<file path="src/rtl/inst_mem_loader.sv">
`default_nettype none
// ----------------------------------------------------------------------------
// inst_mem_loader : byte stream -> 16-bit instruction memory writer, hi first
// Rev 1.0
// ----------------------------------------------------------------------------
module inst_mem_loader #(
  parameter int ADDR_W = 5,
  parameter int WORDS  = 32
) (
  input  logic              clk,
  input  logic              reset_n,
  input  logic              start,
  input  logic              abort,
  input  logic              byte_valid,
  input  logic [7:0]        byte_data,
  output logic              byte_ready,
  output logic              wr_en,
  output logic [ADDR_W-1:0] wr_addr,
  output logic [15:0]       wr_data,
  output logic              busy,
  output logic              done,
  output logic [7:0]        checksum
);

  typedef enum logic [2:0] {
    S_IDLE  = 3'd0,
    S_HI    = 3'd1,
    S_LO    = 3'd2,
    S_WRITE = 3'd3,
    S_DONE  = 3'd4
  } state_t;

  localparam logic [ADDR_W-1:0] c_LAST = ADDR_W'(WORDS - 1);

  state_t            r_state;
  state_t            w_next;
  logic [ADDR_W-1:0] r_addr;
  logic [7:0]        r_hi;
  logic [7:0]        r_checksum;
  logic              r_wr_en;
  logic [ADDR_W-1:0] r_wr_addr;
  logic [15:0]       r_wr_data;
  logic              w_accept;
  logic              w_start;

  always_ff @(posedge clk) begin
    if (!reset_n) r_state <= S_IDLE;
    else          r_state <= w_next;
  end

  always_comb begin
    w_next     = r_state;
    byte_ready = 1'b0;
    busy       = 1'b0;
    done       = 1'b0;
    case (r_state)
      S_IDLE: begin
        if (start && !abort) w_next = S_HI;
      end
      S_HI: begin
        byte_ready = 1'b1;
        busy       = 1'b1;
        if (abort)           w_next = S_IDLE;
        else if (byte_valid) w_next = S_LO;
      end
      S_LO: begin
        byte_ready = 1'b1;
        busy       = 1'b1;
        if (abort)           w_next = S_IDLE;
        else if (byte_valid) w_next = S_WRITE;
      end
      S_WRITE: begin
        busy = 1'b1;
        if (abort)                w_next = S_IDLE;
        else if (r_addr == c_LAST) w_next = S_DONE;
        else                      w_next = S_HI;
      end
      S_DONE: begin
        done = 1'b1;
        // abort alongside start drops to IDLE; abort alone leaves done set
        if (start) w_next = abort ? S_IDLE : S_HI;
      end
      default: w_next = S_IDLE;
    endcase
  end

  assign w_accept = byte_valid && byte_ready && !abort;
  assign w_start  = start && !abort && ((r_state == S_IDLE) || (r_state == S_DONE));

  always_ff @(posedge clk) begin
    if (!reset_n) begin
      r_addr     <= '0;
      r_hi       <= '0;
      r_checksum <= '0;
      r_wr_en    <= 1'b0;
      r_wr_addr  <= '0;
      r_wr_data  <= '0;
    end else begin
      r_wr_en <= 1'b0;
      if (w_start) begin
        r_addr     <= '0;
        r_checksum <= '0;
      end
      if (w_accept) begin
        r_checksum <= r_checksum ^ byte_data;
        if (r_state == S_HI) begin
          r_hi <= byte_data;
        end else begin
          // the write strobe is launched here so it is high exactly in WRITE
          r_wr_en   <= 1'b1;
          r_wr_addr <= r_addr;
          r_wr_data <= {r_hi, byte_data};
        end
      end
      if ((r_state == S_WRITE) && !abort && (r_addr != c_LAST))
        r_addr <= r_addr + 1'b1;
    end
  end

  assign wr_en    = r_wr_en;
  assign wr_addr  = r_wr_addr;
  assign wr_data  = r_wr_data;
  assign checksum = r_checksum;

endmodule
`default_nettype wire
</file>
<file path="config.mk">
export PLATFORM = sky130hd
export DESIGN_NAME = inst_mem_loader
export DESIGN_NICKNAME = d
export VERILOG_FILES = /design/src/rtl/inst_mem_loader.sv
export SDC_FILE = /design/constraint.sdc
export NUM_CORES = 1
export LEC_CHECK = 0
export BUFFER_PORTS_ARGS = -buffer_cell sky130_fd_sc_hd__buf_2
export CORE_UTILIZATION = 52
export CTS_CLUSTER_SIZE = 24
export DETAILED_ROUTE_END_ITERATION = 12
export PLACE_DENSITY = 0.76
export SETUP_SLACK_MARGIN = 0.5
export SYNTH_ARGS = -nofsm -noshare
export SYNTH_HDL_FRONTEND = slang
export SYNTH_SLANG_ARGS = --single-unit
</file>
<file path="constraint.sdc">
create_clock -name clk -period 1.9 [get_ports clk]
set_input_delay 0.095 -clock clk [delete_from_list [all_inputs] [get_ports clk]]
set_output_delay 0.095 -clock clk [all_outputs]
set_load 0.02 [all_outputs]
</file>
==> summary.txt <==
Floorplan
  – Initial Utilization: 0.5660
  – Die area: 4025 µm²
  – Die Wd: 63.45 µm
  – Core footprint: 3468 µm²
  – IO Pins: 46
  – Die Span Y: 63.45 µm
  – Std cell rows: 21

Drt
  – Residual DRC: 0
  – Drt total wl: 4.375 mm
  – Vias: 1781
  – Drt first-iter violations: 88
  – Final ANT Viol Nets: 0
  – Vias/cell: 5.566
  – First-pass DRT Iterations: 4
  – Post-DR wirelength/cell: 13.67 µm

CTS
  – Clk Latency, worst-skew pair: 0.30 ns
  – Num CTS Buffers: 5
  – CTS Root Cell: clkbuf_8
  – CTS Sinks: 46
  – CTS Buffer Depth: 2
  – Clock edge transition at the registers on the reported setup and hold paths: 0.09 ns
  – CTS tree: done
  – CTS H-tree depth: 2
  – CTS Hold Bufs: 0

Global routing
  – First-pass GRT wire length: 7.389 mm
  – All-Layer GR Usage: 0.2324
  – Largest net degree at the start of global routing: 37
  – Vias in the first global route: 1678
  – Grt total ovfl: 0
  – Initial antenna violation count: 0

Timing
  – Relative slew slack: 0.7589
  – Slew @ Worst Pin: 0.3617 ns
  – Tcrit/Tclk final: 0.8940
  – Clk_skew: 0.004970 ns
  – F_max: 588.7 MHz
  – Setup-failing EPs final: 0
  – Min Tclk post-route: 1.699 ns
  – Setup TNS: 0 ns
  – RSZ-0062 raised after global routing: true
  – Number of hold violations in the final report: 0
  – Max Slew Vio Count: 0

Worst setup path
  – Crit-path slowest cell: dfxtp_4
  – WS Path Type: flop to flop
  – Crit Path Max Fanout: 5
  – CP delay by family, top: simple AND/OR/NAND/NOR gates
  – Worst path cell trace: ha_4, and3_4, ha_4, nor4bb_4, o21ai_2, a21oi_2, a211oi_2
  – Critical path's most frequent cell: ha_4
  – Worst path arrival time: 1.88 ns
  – WP buf/inv: 0
  – Req. time, crit path: 2.08 ns
  – Worst Setup Start Kind: flop
  – Slowest stage delay, CP: 0.36 ns
  – Element type at the critical path end: flop

Placement
  – PortBufs: 45
  – Dpl hpwl: 2.835 mm
  – Routability congestion estimate: 0.7765

Synth
  – Synth Flop Type: dfxtp_1
  – Syn_area_per_cell: 8.725 µm²
  – Yosys cell types: 34
  – Cells after Synth: 225
  – Syn Nets: 240
  – Most common library cells after synthesis: dfxtp_1 (46), nand2_1 (46), a21oi_1 (34)
  – Dominant cells by area after synthesis: dfxtp_1 (47%), nand2_1 (8.8%), a21oi_1 (8.7%)
  – Synth top area share: 0.4691
  – Syn Std Cell Area: 1963 µm²
  – Ys async rst share: 0
  – EDFF count, synth: 0
  – Seq/Total Area, Yosys: 0.4691
  – YS warnings: 0
  – Most area-hungry cell type in the Yosys netlist: dfxtp_1
  – Yosys reg bits: 46

Pwr
  – Pwr/cell area: 781.8 nW/µm²
  – VDD IR max: 0.4685 mV
  – Total power: 1.936 mW
  – Leakage: 1.095 nW

Flow run
  – Max Cap Viol: 0

Finish
  – Area growth syn-to-layout: 26.13%
  – Ant diodes: 0
  – Fillers: 291
  – Nets@finish: 288
  – Finished Core Util: 0.7139
  – Layout cells sized above 1: 0.3248

Hold path
  – Tightest Hold Check Type: primary input to flop

Run status
  – Status: finished, final reports clean
## worst reg2reg max path: stages, from the launching register on
cell,delay [ns]
dfxtp_4,0.36
ha_4,0.16
and3_4,0.18
ha_4,0.17
nor4bb_4,0.30
o21ai_2,0.17
a21oi_2,0.17
a211oi_2,0.08
## flip-flops by register name, summed over array words and instances, names as in the netlist
name	count
checksum	8
r_addr	5
r_hi	8
r_state	3
wr_addr	5
wr_data	16
wr_en	1
## final timing paths
kind	from	endpoint	slack (ns)	cells past startpoint
worst max-delay path	r_addr[0]	r_addr[2]	0.20	7
worst min-delay path	byte_data[3]	wr_data[3]	0.06	3
worst max register to register	r_addr[0]	r_addr[2]	0.20	7
worst min register to register	wr_data[5]	wr_data[5]	0.45	2
## power breakdown
part           switching, mW  total, mW  leakage [nW]  internal (mW)
Sequential            0.0386       1.03         0.375          0.989
Combinational          0.183      0.309         0.676          0.126
Clock                  0.340      0.599        0.0441          0.259
Total                  0.562       1.94          1.09           1.37
## repair_timing
action                     in CTS  in global routing
buffers inserted                4                  1
pin swaps                       6                  3
gates resized for setup        16                  9
setup endpoints to repair      44                 34
## per-layer routing
layer  GRT usage  wire length, µm  part of all wire
met1      0.2862             2092              0.48
met2      0.3936             2026              0.46
met3     0.05072              208             0.048
met4     0.08523               47             0.011
met5           0                0                 0
## metrics by stage
step,hold WS (ns),setup WS (ns),area (µm²),std cells
floorplan,0.2310,0.3519,1996,225
CTS,0.05965,0.2932,2436,319
global placement,0.3722,0.2701,2255,307
detailed placement,0.3854,0.1764,2255,307
global route,0.05911,0.1712,2476,320
finish,0.06403,0.2013,2476,320
## cell type report
type,count,area (µm²),share of cell area
Clock buffer,5,68.82,0.02779
Clock inverter,3,21.27,0.008590
Inverter,5,18.77,0.007580
Multi-Input combinational cell,160,1065,0.4300
Sequential cell,46,937.1,0.3785
Tap cell,46,57.56,0.02324
Timing Repair Buffer,55,307.8,0.1243
## cell usage in the layout, fill, tap and decap left out, drive strengths merged
cell type  Yosys  final
mux2i         10     10
a211oi         1      1
o21ai          9      9
nand3          3      3
clkinvlp       0      1
a21oi         34     34
a22oi          2      2
and4b          1      1
o2bb2ai        1      1
nand2         46     46
nor3b          9      9
nand3b         1      1
inv            4      4
dfxtp         46     46
o211a          3      3
and2           1      1
and4           1      1
o221a          8      8
xor2           1      1
nor2b          2      2
clkinv         1      3
buf            7     55
nor3           1      1
and3           2      2
nor2          19     19
xnor2          1      1
ha             2      2
or3            1      1
nor4bb         1      1
clkbuf         7      5
## cell families after synthesis
| group | share of synthesized area |
|---|---|
| DFF | 0.4691 |
| buffers and inverters | 0.04079 |
| AOI/OAI and AO/OA | 0.1887 |
| adders and majority gates | 0.01274 |
| and+or+nand+nor | 0.2288 |
| xor gates and xnor gates | 0.008925 |
| muxes | 0.05099 |
(Power assumes the default switching activity.)
